===== config.mk =====
export PLATFORM = sky130hd
export DESIGN_NAME = lcd_bus_receiver_flat
export DESIGN_NICKNAME = d
export VERILOG_FILES = /design/src/rtl/lcd_bus_receiver_pkg.sv /design/src/rtl/lcd_bus_receiver_if.sv /design/src/rtl/lcd_edge_timer.sv /design/src/rtl/lcd_bus_receiver.sv /design/src/flat_wrapper.sv
export SDC_FILE = /design/constraint.sdc
export NUM_CORES = 1
export LEC_CHECK = 0
export CAP_MARGIN = 30
export CORE_ASPECT_RATIO = 0.9
export CORE_MARGIN = 4
export CORE_UTILIZATION = 35
export CTS_CLUSTER_DIAMETER = 150
export DETAILED_ROUTE_END_ITERATION = 7
export PLACE_DENSITY = 0.59
export SLEW_MARGIN = 20
export SYNTH_ARGS = -nofsm -noshare
export SYNTH_HDL_FRONTEND = slang
export SYNTH_SLANG_ARGS = --single-unit
export TNS_END_PERCENT = 5

===== constraint.sdc =====
create_clock -name Clock -period 2 [get_ports Clock]
set_input_delay 0.4 -clock Clock [delete_from_list [all_inputs] [get_ports Clock]]
set_output_delay 0.4 -clock Clock [all_outputs]
set_load 0.01 [all_outputs]

===== src/rtl/lcd_bus_receiver_pkg.sv =====
// lcd_bus_receiver_pkg
// Shared definitions for the 4-bit character-LCD bus receiver.
// Contents:
//   - bus timing limits in system-clock cycles (50 MHz)
//   - byte FSM state encoding
//   - power-on init nibble sequence and the command codes that matter
//     for cursor tracking
package lcd_bus_receiver_pkg;

   // Timing limits, in Clock cycles.
   localparam int E_MIN_HIGH   = 12;     // enable high time per nibble
   localparam int NIBBLE_GAP   = 50;     // high-nibble fall to low-nibble rise
   localparam int BYTE_GAP     = 2000;   // end of byte to next rise
   localparam int CLEAR_GAP    = 82000;  // same, after clear/home
   localparam int INIT_NIBBLES = 4;

   // Counter widths: the gap counter must hold CLEAR_GAP, and the
   // high-time counter only needs to get past E_MIN_HIGH.
   localparam int GAP_W  = 17;
   localparam int HIGH_W = 8;
   localparam int INIT_W = $clog2(INIT_NIBBLES);

   // Command codes relevant to the address tracker.
   localparam logic [7:0] CMD_CLEAR     = 8'h01;
   localparam logic [7:0] CMD_HOME      = 8'h02;
   localparam logic [7:0] CMD_SET_DDRAM = 8'h80;

   typedef enum logic [1:0] {
      ST_INIT,   // waiting for the power-on init nibbles
      ST_HIGH,   // next nibble is the high half of a byte
      ST_LOW     // next nibble completes the byte
   } rx_state_e;

   // Expected init nibble for a given position in the sequence.
   function automatic logic [3:0] init_nibble(input logic [INIT_W-1:0] idx);
      logic [3:0] val;
      case (idx)
         2'd0:    val = 4'h3;
         2'd1:    val = 4'h3;
         2'd2:    val = 4'h3;
         default: val = 4'h2;
      endcase
      return val;
   endfunction

   // Clear (0x01) and return-home (0x02/0x03, bit0 don't-care) both
   // reset the cursor and need the long recovery gap.
   function automatic logic is_home_cmd(input logic [7:0] cmd);
      return (cmd == CMD_CLEAR) || (cmd[7:1] == CMD_HOME[7:1]);
   endfunction

endpackage


===== src/rtl/lcd_bus_receiver_if.sv =====
// lcd_bus_receiver_if
// Pin bundle between the LCD controller (master) and the display-side
// receiver (slave), plus the decoded results the receiver reports.
//   iLCD_Enabled        enable pin, falling edge latches a nibble
//   iLCD_RegisterSelect 0 = command, 1 = data
//   iLCD_ReadWrite      must be 0 at every latch
//   iLCD_Data           nibble bus
//   oByte / oIsData     last assembled byte and its register select
//   oByteValid          one-cycle strobe when oByte/oIsData update
//   oAddress            tracked DDRAM cursor address
//   oInitDone           init nibble sequence completed
//   oTimingError        sticky timing violation
//   oProtocolError      sticky protocol violation
interface lcd_bus_receiver_if;

   logic       iLCD_Enabled;
   logic       iLCD_RegisterSelect;
   logic       iLCD_ReadWrite;
   logic [3:0] iLCD_Data;

   logic [7:0] oByte;
   logic       oIsData;
   logic       oByteValid;
   logic [6:0] oAddress;
   logic       oInitDone;
   logic       oTimingError;
   logic       oProtocolError;

   modport master (
      output iLCD_Enabled, iLCD_RegisterSelect, iLCD_ReadWrite, iLCD_Data,
      input  oByte, oIsData, oByteValid, oAddress, oInitDone,
             oTimingError, oProtocolError
   );

   modport slave (
      input  iLCD_Enabled, iLCD_RegisterSelect, iLCD_ReadWrite, iLCD_Data,
      output oByte, oIsData, oByteValid, oAddress, oInitDone,
             oTimingError, oProtocolError
   );

endinterface


===== src/rtl/lcd_edge_timer.sv =====
// lcd_edge_timer
// Registers the LCD pins once, detects enable edges and measures the
// enable high time and the low gap between nibbles.
//   Clock, Reset                       system clock, sync active-high reset
//   en_pin, rs_pin, rw_pin, data_pin   raw LCD pins
//   fall, rise                         enable edge pulses (one cycle)
//   rs, rw, nibble                     registered pin copies
//   high_short                         high time below E_MIN_HIGH
//   nibble_gap_short, byte_gap_short,
//   clear_gap_short                    current gap below each limit
module lcd_edge_timer
   import lcd_bus_receiver_pkg::*;
(
   input  logic       Clock,
   input  logic       Reset,
   input  logic       en_pin,
   input  logic       rs_pin,
   input  logic       rw_pin,
   input  logic [3:0] data_pin,
   output logic       fall,
   output logic       rise,
   output logic       rs,
   output logic       rw,
   output logic [3:0] nibble,
   output logic       high_short,
   output logic       nibble_gap_short,
   output logic       byte_gap_short,
   output logic       clear_gap_short
);

   localparam logic [HIGH_W-1:0] HIGH_MAX = '1;
   localparam logic [GAP_W-1:0]  GAP_MAX  = '1;

   logic              en_q;      // input register copy of enable
   logic              en_d;      // previous en_q, for edge detection
   logic [HIGH_W-1:0] high_cnt;
   logic [GAP_W-1:0]  gap_cnt;

   assign fall = en_d & ~en_q;
   assign rise = en_q & ~en_d;

   // Both counters restart at 1 on their edge so that on the closing edge
   // they hold exactly the number of cycles the pin spent high (or low).
   // NOTE: state registers use non-blocking assignments so every flop
   // samples pre-edge values regardless of statement order.
   always_ff @(posedge Clock) begin
      if (Reset) begin
         en_q     <= 1'b0;
         en_d     <= 1'b0;
         rs       <= 1'b0;
         rw       <= 1'b0;
         nibble   <= 4'h0;
         high_cnt <= '0;
         // Saturated gap means no gap check can fire before the first
         // falling edge after reset.
         gap_cnt  <= GAP_MAX;
      end else begin
         en_q   <= en_pin;
         en_d   <= en_q;
         rs     <= rs_pin;
         rw     <= rw_pin;
         nibble <= data_pin;

         if (rise)
            high_cnt <= HIGH_W'(1);
         else if (en_q && high_cnt != HIGH_MAX)
            high_cnt <= high_cnt + HIGH_W'(1);

         if (fall)
            gap_cnt <= GAP_W'(1);
         else if (gap_cnt != GAP_MAX)
            gap_cnt <= gap_cnt + GAP_W'(1);
      end
   end

   assign high_short       = high_cnt < HIGH_W'(E_MIN_HIGH);
   assign nibble_gap_short = gap_cnt  < GAP_W'(NIBBLE_GAP);
   assign byte_gap_short   = gap_cnt  < GAP_W'(BYTE_GAP);
   assign clear_gap_short  = gap_cnt  < GAP_W'(CLEAR_GAP);

endmodule


===== src/rtl/lcd_bus_receiver.sv =====
// lcd_bus_receiver
// Display-side decoder for the 4-bit character-LCD bus. Checks the init
// nibble sequence, assembles high/low nibble pairs into bytes, tracks the
// DDRAM cursor address and raises sticky timing/protocol error flags.
//   Clock  system clock (50 MHz), rising edge
//   Reset  synchronous, active-high
//   bus    lcd_bus_receiver_if.slave: LCD pins in, decoded results out
module lcd_bus_receiver
   import lcd_bus_receiver_pkg::*;
(
   input logic              Clock,
   input logic              Reset,
   lcd_bus_receiver_if.slave bus
);

   logic       fall, rise, rs, rw;
   logic [3:0] nibble;
   logic       high_short, nibble_gap_short, byte_gap_short, clear_gap_short;

   lcd_edge_timer u_edge_timer (
      .Clock            (Clock),
      .Reset            (Reset),
      .en_pin           (bus.iLCD_Enabled),
      .rs_pin           (bus.iLCD_RegisterSelect),
      .rw_pin           (bus.iLCD_ReadWrite),
      .data_pin         (bus.iLCD_Data),
      .fall             (fall),
      .rise             (rise),
      .rs               (rs),
      .rw               (rw),
      .nibble           (nibble),
      .high_short       (high_short),
      .nibble_gap_short (nibble_gap_short),
      .byte_gap_short   (byte_gap_short),
      .clear_gap_short  (clear_gap_short)
   );

   rx_state_e         state, state_n;
   logic [INIT_W-1:0] init_idx, init_idx_n;
   logic [3:0]        high_nib, high_nib_n;
   logic              high_rs, high_rs_n;
   logic [7:0]        byte_q, byte_n;
   logic              is_data_q, is_data_n;
   logic              valid_q, valid_n;
   logic [6:0]        addr_q, addr_n;
   logic              init_done_q, init_done_n;
   logic              terr_q, terr_n;
   logic              perr_q, perr_n;
   logic              long_gap_q, long_gap_n;   // last byte was clear/home
   logic [7:0]        assembled;

   always_ff @(posedge Clock) begin
      if (Reset) begin
         state       <= ST_INIT;
         init_idx    <= '0;
         high_nib    <= 4'h0;
         high_rs     <= 1'b0;
         byte_q      <= 8'h00;
         is_data_q   <= 1'b0;
         valid_q     <= 1'b0;
         addr_q      <= 7'h00;
         init_done_q <= 1'b0;
         terr_q      <= 1'b0;
         perr_q      <= 1'b0;
         long_gap_q  <= 1'b0;
      end else begin
         state       <= state_n;
         init_idx    <= init_idx_n;
         high_nib    <= high_nib_n;
         high_rs     <= high_rs_n;
         byte_q      <= byte_n;
         is_data_q   <= is_data_n;
         valid_q     <= valid_n;
         addr_q      <= addr_n;
         init_done_q <= init_done_n;
         terr_q      <= terr_n;
         perr_q      <= perr_n;
         long_gap_q  <= long_gap_n;
      end
   end

   assign assembled = {high_nib, nibble};

   // NOTE: every variable gets a default at the top of the block so no
   // path through the case statements can infer a latch.
   always_comb begin
      state_n     = state;
      init_idx_n  = init_idx;
      high_nib_n  = high_nib;
      high_rs_n   = high_rs;
      byte_n      = byte_q;
      is_data_n   = is_data_q;
      valid_n     = 1'b0;
      addr_n      = addr_q;
      init_done_n = init_done_q;
      terr_n      = terr_q;
      perr_n      = perr_q;
      long_gap_n  = long_gap_q;

      // Gap checks on the rising edge depend on which half comes next.
      if (rise) begin
         case (state)
            ST_HIGH: if (long_gap_q ? clear_gap_short : byte_gap_short) terr_n = 1'b1;
            ST_LOW:  if (nibble_gap_short) terr_n = 1'b1;
            default: ;
         endcase
      end

      // Timing problems are flagged but never stop the nibble being used.
      if (fall && high_short)
         terr_n = 1'b1;

      if (fall) begin
         if (rw) begin
            // A read cycle is not a write: flag it and leave state alone.
            perr_n = 1'b1;
         end else begin
            case (state)
               ST_INIT: begin
                  if (!rs && nibble == init_nibble(init_idx)) begin
                     if (init_idx == INIT_W'(INIT_NIBBLES - 1)) begin
                        init_done_n = 1'b1;
                        state_n     = ST_HIGH;
                     end else begin
                        init_idx_n = init_idx + INIT_W'(1);
                     end
                  end else begin
                     perr_n = 1'b1;
                  end
               end
               ST_HIGH: begin
                  high_nib_n = nibble;
                  high_rs_n  = rs;
                  state_n    = ST_LOW;
               end
               ST_LOW: begin
                  state_n = ST_HIGH;
                  if (rs != high_rs) begin
                     perr_n = 1'b1;
                  end else begin
                     byte_n     = assembled;
                     is_data_n  = rs;
                     valid_n    = 1'b1;
                     long_gap_n = 1'b0;
                     if (rs)
                        addr_n = addr_q + 7'd1;
                     else if ((assembled & CMD_SET_DDRAM) != 8'h00)
                        addr_n = assembled[6:0];
                     else if (is_home_cmd(assembled)) begin
                        addr_n     = 7'h00;
                        long_gap_n = 1'b1;
                     end
                  end
               end
               default: state_n = ST_INIT;
            endcase
         end
      end
   end

   assign bus.oByte          = byte_q;
   assign bus.oIsData        = is_data_q;
   assign bus.oByteValid     = valid_q;
   assign bus.oAddress       = addr_q;
   assign bus.oInitDone      = init_done_q;
   assign bus.oTimingError   = terr_q;
   assign bus.oProtocolError = perr_q;

endmodule


===== src/flat_wrapper.sv =====
// flat-port wrapper written by rule: the top's interface ports become plain ports
module lcd_bus_receiver_flat import lcd_bus_receiver_pkg::*;
  (Clock, Reset, bus_iLCD_Enabled, bus_iLCD_RegisterSelect, bus_iLCD_ReadWrite, bus_iLCD_Data, bus_oByte, bus_oIsData, bus_oByteValid, bus_oAddress, bus_oInitDone, bus_oTimingError, bus_oProtocolError);
  lcd_bus_receiver_if bus_i ();
  input logic Clock;
  input logic Reset;
  input wire logic [$bits(bus_i.iLCD_Enabled)-1:0] bus_iLCD_Enabled;
  input wire logic [$bits(bus_i.iLCD_RegisterSelect)-1:0] bus_iLCD_RegisterSelect;
  input wire logic [$bits(bus_i.iLCD_ReadWrite)-1:0] bus_iLCD_ReadWrite;
  input wire logic [$bits(bus_i.iLCD_Data)-1:0] bus_iLCD_Data;
  output wire logic [$bits(bus_i.oByte)-1:0] bus_oByte;
  output wire logic [$bits(bus_i.oIsData)-1:0] bus_oIsData;
  output wire logic [$bits(bus_i.oByteValid)-1:0] bus_oByteValid;
  output wire logic [$bits(bus_i.oAddress)-1:0] bus_oAddress;
  output wire logic [$bits(bus_i.oInitDone)-1:0] bus_oInitDone;
  output wire logic [$bits(bus_i.oTimingError)-1:0] bus_oTimingError;
  output wire logic [$bits(bus_i.oProtocolError)-1:0] bus_oProtocolError;
  assign bus_i.iLCD_Enabled = bus_iLCD_Enabled;
  assign bus_i.iLCD_RegisterSelect = bus_iLCD_RegisterSelect;
  assign bus_i.iLCD_ReadWrite = bus_iLCD_ReadWrite;
  assign bus_i.iLCD_Data = bus_iLCD_Data;
  assign bus_oByte = bus_i.oByte;
  assign bus_oIsData = bus_i.oIsData;
  assign bus_oByteValid = bus_i.oByteValid;
  assign bus_oAddress = bus_i.oAddress;
  assign bus_oInitDone = bus_i.oInitDone;
  assign bus_oTimingError = bus_i.oTimingError;
  assign bus_oProtocolError = bus_i.oProtocolError;
  lcd_bus_receiver u_core (.Clock(Clock), .Reset(Reset), .bus(bus_i));
endmodule

Word-level counts from Yosys, hierarchy flattened
Cells that the tools add are included.
W data, S select, Z words.
- add/subtract/negate cells: 4
- multiply operators: 0
- divide/modulo/power cells: 0
- order comparisons: 4
- eq/ne operators: 17
- shift operators: 0
- mux-type cells: 28
- bitwise operators: 9
- reductions and logical operators: 25
- operators by type and width (kind ; number):
    $mux W17 ; 2
    $mux W7 ; 3
    $add A17 B1 Y17 const B ; 1
    $lt A17 B11 Y1 const B ; 1
    $lt A17 B17 Y1 const B ; 1
    $lt A17 B6 Y1 const B ; 1
    $ne A17 B17 Y1 const B ; 1
    $reduce_and A4 Y1 ; 4
    $mux W1 ; 15
    $reduce_and A5 Y1 ; 3
    $mux W4 ; 3
    $reduce_bool A3 Y1 ; 3
    $add A8 B1 Y8 const B ; 1
    $eq A8 B1 Y1 const B ; 1
    $lt A8 B4 Y1 const B ; 1
    $ne A8 B8 Y1 const B ; 1
    $add A7 B1 Y7 const B ; 1
    $eq A7 B1 Y1 const B ; 1
    $not A1 Y1 ; 7
    $eq A2 B2 Y1 const B ; 3
    $ne A3 B1 Y1 const B ; 2
    $pmux W2 S3 ; 1
    $reduce_bool A2 Y1 ; 3
    $eq A2 B1 Y1 const B ; 2
    other kinds (17) ; 25
- register bits after elaboration: 63
- bits in latches: 0
- memory bits (writable): 0
- bits in read-only memories: 0
- input port bits: 9
- output and inout bits: 20
- memories: 0

Logic depth before layout (Yosys ltp)
Gate-level depths: netlist of run 1.
- depth after elaboration: 11
- depth in mapped cells: 11
- gate-level depth less buffers: 9

Modules after synthesis
Synthesis of run 1 repeated with hierarchy kept, for this count alone.
- cell total of the unflattened synthesis: 342
- area total of the unflattened synthesis: 3044.2 um^2
- by module, submodules not included (module ; times used ; cells an instance ; area an instance (um^2) ; seq. area each (um^2)):
    lcd_edge_timer ; 1 ; 174 ; 1617.8 ; 660.6
    lcd_bus_receiver ; 1 ; 168 ; 1426.4 ; 600.6

Least setup slack after synthesis of run 1
Ideal clock, no wire load.
- path type: flip-flop to flip-flop
- from: register u_core.u_edge_timer.gap_cnt[6]
- to: register u_core.u_edge_timer.gap_cnt[12]
- arrival time: 1964 ps
- data required time: 1870 ps
- setup slack: -94 ps
- cell stages (with the launch flop): 12
- cell sequence: dfxtp_1 buf_2 and4_4 nand4_4 nor3_1 ha_1 clkbuf_1 and3b_1 nand2b_1 nor2_1 xnor2_1 o21ai_0
- word-level cells in the longest chain between the ends: 3
- elaborated cells between the ends (all ways): 5
- classes of those cells: add/sub: 1; eq/ne: 1; mux: 2; reduce/logical: 1
- ends and longest elaborated chain (element ; line ; RTL):
    start: declaration ; lcd_edge_timer.sv:37 ; logic [GAP_W-1:0] gap_cnt;
    start signal: assignment ; lcd_edge_timer.sv:72 ; gap_cnt <= gap_cnt + GAP_W'(1);
    $add A17 B1 Y17 ; lcd_edge_timer.sv:72 ;
    $mux W17 ; lcd_edge_timer.sv:71 ; else if (gap_cnt != GAP_MAX)
    $mux W17 ; lcd_edge_timer.sv:69 ; if (fall)
Several ways; a longest one is shown, not always the timed one. The select of a mux whose other input is x is not followed.
A chain may end at the register's enable or synchronous reset.

Final worst setup path of run 1
- from: register u_core.u_edge_timer.gap_cnt[9]
- to: register u_core.u_edge_timer.gap_cnt[8]
- word-level cells in the longest chain between the ends: 2
- ends and longest elaborated chain (element ; line):
    $ne A17 B17 Y1 ; lcd_edge_timer.sv:71
    $reduce_bool A2 Y1 (no line) ; --
Every way passes these cells.

==> run summary, run 1 <==
CTS Hold Buffers Added - 0
Crit share post-route - 0.932
# H-tree levels - 3
CP Class - reg2reg
Die height - 95.9 um
Core area - 8180 um2
M1 GR Usage - 0.169
Hold Path Cell Cnt - 2
Flop2flop setup slack - 0.14 ns
1st-iter DRT viols - 76
Most used DFF post-synth - dfxtp_1
EDFF count, synth - 0
Global-route wire length before repair - 10.2 mm
Simple-gate area share of the yosys netlist - 0.240
CTS buffer count - 9
Post-synthesis cell area - 3000 um2
Leak - 0.00140 uW
Max-slew headroom - 0.702
Final Max Tran Viols - 0
Total wire length - 6.19 mm
Worst min-delay path endpoint - u_core.bus.oIsData$_SDFFE_PP0P_
Final Net Count - 382
Total Die Area - 10100 um2
GR Util met2 - 0.191
Synth top area share - 0.420
Syn_nets - 340
Clock Skews - 0.00779 ns
Crit end category - flop
Outcome - finished clean
Clock sink count - 63
Post-synth cell types - 54
Post-CTS setup buffers - 0
Ys async rst share - 0
RR Endpoint - u_core.u_edge_timer.gap_cnt[8]$_SDFFE_PP1P_
Mux share of post-synthesis cell area - 0.0667
WHS - 0.420 ns
Die Span X - 106 um
Dpl ws - 0.000747 ns
Critical path launch point type - flop
ANT nets after route - 0
Clock tree buffer depth - 2
Worst IR Drop VDD - 428 uV
Routability cong. - 0.810
Total grt overflow - 0
Vias in the first global route - 2136
# DRC - 0
Clock root buffer - clkbuf_8
Register area share after synthesis - 0.420
Met3 usage - 0.0483
Dpl hpwl - 4.36 mm
Busiest grt layer - met2
Rows - 31
Worst setup margin - 0.135 ns
Number of vias per cell - 4.83
Synth top area cells - dfxtp_1, mux2i_1, nor2_1
Setup Viol. Count Final - 0
Port Buffers - 28
Tmin final - 1.86 ns
Reg clk slew, reported paths - 0.07 ns
# fillers - 813
Synth Area in Compound Gates - 0.123
Required @ worst endpoint - 2.23 ns
Initial Utilization - 0.367
HP Class - in2reg
Yosys top cell by area - dfxtp_1
YS warnings - 0
R2R depth - 9
Diodes inserted - 0
Tot GR Track Use - 0.128
XOR/XNOR Fraction of Synth Area - 0.0812
Cells after synthesis - 322
Layout cells sized above 1 - 0.160
TritonCTS clock tree - built
RSZ-0062 raised after global routing - no
Fraction of the mapped netlist area in adder cells - 0.0375
CP max FO - 4
Worst-Skew Late Latency - 0.34 ns
I/O Pins - 29
Drt pass-1 iters - 4
Setup TNS Final - 0 ns
Largest family of logic cells by synthesized area - simple AND/OR/NAND/NOR gates
Fin. Hold Viols - 0
Vias - 2336
Worst r2r src - u_core.u_edge_timer.gap_cnt[9]$_SDFFE_PP1P_
Area growth syn-to-layout - 23.7%
Synth Register Bits - 63
Synth Area per Inst - 9.33 um2
Drt wl/cell - 12.8 um
Pwr Density - 1070 nW/um2
Largest net degree at the start of global routing - 36
Antenna violations before repair - 0
Hold path start - Reset
Top achievable clock speed - 0.536 GHz
Slew @ Worst Pin - 0.442 ns
Arrival @ worst endpoint - 2.09 ns
Max Cap Viol - 0
## report_power, final
part / switching (uW) / internal (uW)
sequential: 144 / 1420
clock: 501 / 641
combinational: 626 / 634
## flip-flops by register name, indices dropped and copies added, names as in the netlist
signal	cells
u_core.u_edge_timer.high_cnt	8
u_core.bus.oByte	8
u_core.bus.oInitDone	1
u_core.long_gap_q	1
u_core.u_edge_timer.en_q	1
u_core.u_edge_timer.gap_cnt	17
u_core.high_nib	4
u_core.init_idx	2
u_core.u_edge_timer.en_d	1
u_core.u_edge_timer.nibble	4
u_core.bus.oIsData	1
u_core.high_rs	1
u_core.u_edge_timer.rw	1
u_core.bus.oTimingError	1
u_core.bus.oAddress	7
u_core.u_edge_timer.rs	1
u_core.bus.oProtocolError	1
u_core.state	2
u_core.bus.oByteValid	1
## cells in the mapped netlist (2+ instances only)
cell / count
nor3_1: 6
xor2_1: 9
o211ai_1: 2
ha_1: 9
nand3_1: 15
buf_2: 4
xnor2_1: 17
mux2i_1: 20
o21ai_0: 9
nand4_1: 2
nand2_1: 18
nor4b_2: 2
or3_1: 2
a2bb2oi_1: 2
clkbuf_1: 8
o21bai_1: 12
dfxtp_1: 63
nor2_1: 48
a21oi_1: 11
nor4_1: 5
nor3_2: 2
a31oi_1: 4
nor2b_1: 13
nand2b_1: 3
inv_1: 7
## worst max-delay path by stage
stage                                                     start                                      endpoint  slack [ns]  cells after the start
floorplan           u_core.u_edge_timer.gap_cnt[6]$_SDFFE_PP1P_  u_core.u_edge_timer.gap_cnt[12]$_SDFFE_PP1P_       0.007                     11
global placement    u_core.u_edge_timer.gap_cnt[5]$_SDFFE_PP1P_  u_core.u_edge_timer.gap_cnt[12]$_SDFFE_PP1P_        0.06                      9
detailed placement  u_core.u_edge_timer.gap_cnt[5]$_SDFFE_PP1P_  u_core.u_edge_timer.gap_cnt[12]$_SDFFE_PP1P_      0.0007                      9
CTS                 u_core.u_edge_timer.gap_cnt[5]$_SDFFE_PP1P_  u_core.u_edge_timer.gap_cnt[12]$_SDFFE_PP1P_        0.04                      9
global route        u_core.u_edge_timer.gap_cnt[9]$_SDFFE_PP1P_   u_core.u_edge_timer.gap_cnt[9]$_SDFFE_PP1P_        0.03                      9
finish              u_core.u_edge_timer.gap_cnt[9]$_SDFFE_PP1P_   u_core.u_edge_timer.gap_cnt[8]$_SDFFE_PP1P_        0.14                      9
## kinds of logic after synthesis
group / count (synthesis)
fa+ha+maj: 9
buf+inv: 21
flops: 63
xor+xnor: 27
mux: 20
compound gates: 52
simple gates: 130
## area by class of cell
| class | instances | area, um2 | share of cell area |
|---|---|---|---|
| repair buffers | 45 | 403 | 0.108 |
| clock buffers | 11 | 151 | 0.0407 |
| inverters | 7 | 26.3 | 0.00707 |
| flip-flops and latches | 63 | 1260 | 0.340 |
| clock inverters | 5 | 56.3 | 0.0152 |
| multi-input cells | 238 | 1670 | 0.450 |
| well taps | 115 | 144 | 0.0387 |
## routing by layer
metal,up-vias,part of all wire
li1,1205,-
met1,1089,0.50
met2,38,0.45
met3,4,0.035
met4,0,0.0099
met5,-,0
## cells in the final DEF (no fill, tap or decap), drive strengths merged, types with 3 or more instances in the layout
| cell | count |
|---|---|
| clkinv | 3 |
| mux2i | 20 |
| clkdlybuf4s50 | 27 |
| a31oi | 4 |
| or3 | 3 |
| nand2b | 3 |
| nor4 | 5 |
| ha | 9 |
| inv | 7 |
| nand3 | 17 |
| a21oi | 12 |
| nand2 | 18 |
| nor2b | 13 |
| o21ai | 10 |
| o21bai | 12 |
| xor2 | 9 |
| nor2 | 48 |
| nor3 | 8 |
| xnor2 | 18 |
| dfxtp | 63 |
| clkbuf | 11 |
| nand4 | 3 |
| buf | 18 |
## worst max-delay path, cell delays in order (launching register included)
cell and delay, ns:
dfxtp_2 0.36, and4_4 0.27, nand4_4 0.12, nor3_4 0.19, ha_2 0.20, and3b_2 0.24
nand2b_4 0.10, nor2_1 0.05, xnor2_1 0.13, o21bai_1 0.08
## through the flow
stage,cell area [um2],util,total power [uW],cells
5_1_grt,3720,0.454,4220,484
3_3_place_gp,3480,0.425,2760,468
6_report,3720,0.454,3970,484
4_1_cts,3690,0.451,3930,484
3_5_place_dp,3480,0.425,2750,468
2_1_floorplan,3010,-,2390,322
## timing repair
action                                  CTS  global route
endpoints found under the setup margin    2             6
pin swaps                                 0             0
cloned                                    0             0
gates resized for setup                   2             7
Power figures use the tool's default switching activity.
==> inputs of run 2 (changes only) <==
--- a/config.mk
+++ b/config.mk
@@ -12,4 +12,5 @@
 export CTS_CLUSTER_DIAMETER = 150
 export DETAILED_ROUTE_END_ITERATION = 7
+export GPL_ROUTABILITY_DRIVEN = 0
 export PLACE_DENSITY = 0.59
 export SLEW_MARGIN = 20
==> constraint.sdc (replaced) <==
create_clock -name Clock -period 2 [get_ports Clock]
set_input_delay 0.2 -clock Clock [delete_from_list [all_inputs] [get_ports Clock]]
set_output_delay 0.2 -clock Clock [all_outputs]
set_load 0.02 [all_outputs]
==> run summary, run 2 (synthesis results as in run 1) <==
Outcome - finished clean
Final Core Density - 0.446 (-0.00841)
Rows - 31 (unchanged)
Worst setup margin - 0.146 ns (+0.0105 ns)
Worst-Skew Late Latency - 0.34 ns (about the same)
Dpl hpwl - 4.33 mm (-0.87%)
Clock sink count - 63 (unchanged)
Reg clk slew, reported paths - 0.07 ns (about the same)
Total Die Area - 10100 um2 (unchanged)
TritonCTS clock tree - built
Crit-path leading delay family - simple AND/OR/NAND/NOR gates
Clock root buffer - clkbuf_8
Critical path launch point type - flop
CP cell instances - and4_1 > nand4_4 > nor3_2 > ha_2 > nand4b_4 > nor2_1 > nand4_1 > xor2_1 > o21bai_1
Crit share post-route - 0.927 (-0.00524)
Fin. Hold Viols - 0 (unchanged)
Crit path largest cell delay - 0.36 ns (about the same)
I/O Pins - 29 (unchanged)
Tot GR Track Use - 0.130 (+0.00280)
Vias in the first global route - 2226 (+4.2%)
Total grt overflow - 0 (unchanged)
Initial Utilization - 0.367 (unchanged)
CTS Hold Buffers Added - 0 (unchanged)
Top achievable clock speed - 0.539 GHz (+0.56%)
Total wire length - 6.15 mm (-0.55%)
Clock Skews - 0.00977 ns (+0.00198 ns)
# H-tree levels - 3 (unchanged)
# fillers - 818 (+0.62%)
Dpl ws - 0.0359 ns (+0.0351 ns)
Most flops, register - u_core.u_edge_timer.gap_cnt
Leak - 0.00137 uW (-2.4%)
Port Buffers - 28 (unchanged)
Global-route wire length before repair - 10.5 mm (+2.8%)
Buffers & Inverters on Critical Path - 0 (unchanged)
CP max FO - 5 (+1)
Leading cell type in the layout, fill and taps excluded - dfxtp_1
Layout cells sized above 1 - 0.145 (-0.0151)
Core area - 8180 um2 (unchanged)
Setup Viol. Count Final - 0 (unchanged)
Max Cap Viol - 0 (unchanged)
ANT nets after route - 0 (unchanged)
Commonest non-fill, non-tap cells in the layout - dfxtp_1, nor2_1, clkdlybuf4s50_1
Arrival @ worst endpoint - 2.08 ns (about the same)
Max-slew headroom - 0.700 (-0.00250)
Diodes inserted - 0 (unchanged)
M1 GR Usage - 0.171 (+0.00227)
DP Area - 3470 um2 (-0.43%)
Die Span X - 106 um (unchanged)
Slew @ Worst Pin - 0.446 ns (+0.00371 ns)
Max reg flops - 17 (unchanged)
WHS - 0.237 ns (-0.183 ns)
1st-iter DRT viols - 141 (+86%)
Clock tree buffer depth - 2 (unchanged)
Pwr Density - 1010 nW/um2 (-5.0%)
Worst path slowest cell - dfxtp_2
HP Class - in2reg
Number of vias per cell - 4.81 (-0.37%)
Crit end category - flop
Post-Layout Inst Area - 3650 um2 (-1.9%)
Tmin final - 1.85 ns (-0.0105 ns)
Antenna violations before repair - 0 (unchanged)
GR Util met2 - 0.199 (+0.00743)
Largest net degree at the start of global routing - 34 (-5.6%)
Vias - 2313 (-0.98%)
CP Class - reg2reg
Area growth syn-to-layout - 21.5%
Met3 usage - 0.0443 (-0.00402)
Die height - 95.9 um (unchanged)
Drt wl/cell - 12.8 um (about the same)
Busiest grt layer - met2
Power Total - 3700 uW (-6.7%)
Final Net Count - 380 (-0.52%)
# DRC - 0 (unchanged)
Required @ worst endpoint - 2.22 ns (about the same)
Worst IR Drop VDD - 513 uV (+20%)
Drt pass-1 iters - 4 (unchanged)
Final Max Tran Viols - 0 (unchanged)
CTS buffer count - 9 (unchanged)
-- run 2: what timing repair did --
item / 4_1_cts / 5_1_grt
setup endpoints to repair: 0 / 11
gates resized for setup: 0 / 6
setup buffers: 0 / 0
-- run 2: worst reg2reg max path: stages, from the launching register on --
cell	delay, ns
dfxtp_2	0.36
and4_1	0.25
nand4_4	0.11
nor3_2	0.20
ha_2	0.21
nand4b_4	0.17
nor2_1	0.09
nand4_1	0.10
xor2_1	0.17
o21bai_1	0.07
-- run 2: final cells by class --
| type | instances | area, um2 | share of cell area |
|---|---|---|---|
| tap | 115 | 144 | 0.0395 |
| timing repair buffer | 43 | 388 | 0.106 |
| multi-input combinational | 238 | 1660 | 0.456 |
| inverter | 7 | 26.3 | 0.00720 |
| clock inverter | 4 | 22.5 | 0.00617 |
| sequential | 63 | 1260 | 0.346 |
| clock buffer | 11 | 141 | 0.0388 |
-- run 2: per-stage QoR --
step | setup TNS [ns] | instances
after floorplan | 0 | 322
after global placement | 0 | 466
after detailed placement | 0 | 466
after CTS | 0 | 481
after global routing | -0.000917 | 481
final | 0 | 481
-- run 2: per-layer routing --
metal	vias to the layer above	wire [um]
li1	1199	-
met1	1070	3020
met4	0	95
met2	36	2750
met3	8	287
met5	-	0
-- run 2: path summary, 6_finish.rpt --
path                                                              startpoint  cells past startpoint  slack (ns)                                           to
worst min-delay path                                                   Reset                      2        0.24          u_core.bus.oAddress[3]$_SDFFE_PP0P_
worst min register to register             u_core.bus.oInitDone$_SDFFE_PP0P_                      2        0.49            u_core.bus.oInitDone$_SDFFE_PP0P_
worst max register to register  u_core.u_edge_timer.gap_cnt[12]$_SDFFE_PP1P_                      9        0.15  u_core.u_edge_timer.gap_cnt[9]$_SDFFE_PP1P_
worst max-delay path            u_core.u_edge_timer.gap_cnt[12]$_SDFFE_PP1P_                      9        0.15  u_core.u_edge_timer.gap_cnt[9]$_SDFFE_PP1P_
-- run 2: power breakdown --
part           total [uW]  switching [uW]  internal, uW
Clock                 949             479           470
Sequential           1590             172          1420
Combinational        1160             569           590
Total                3700            1220          2480
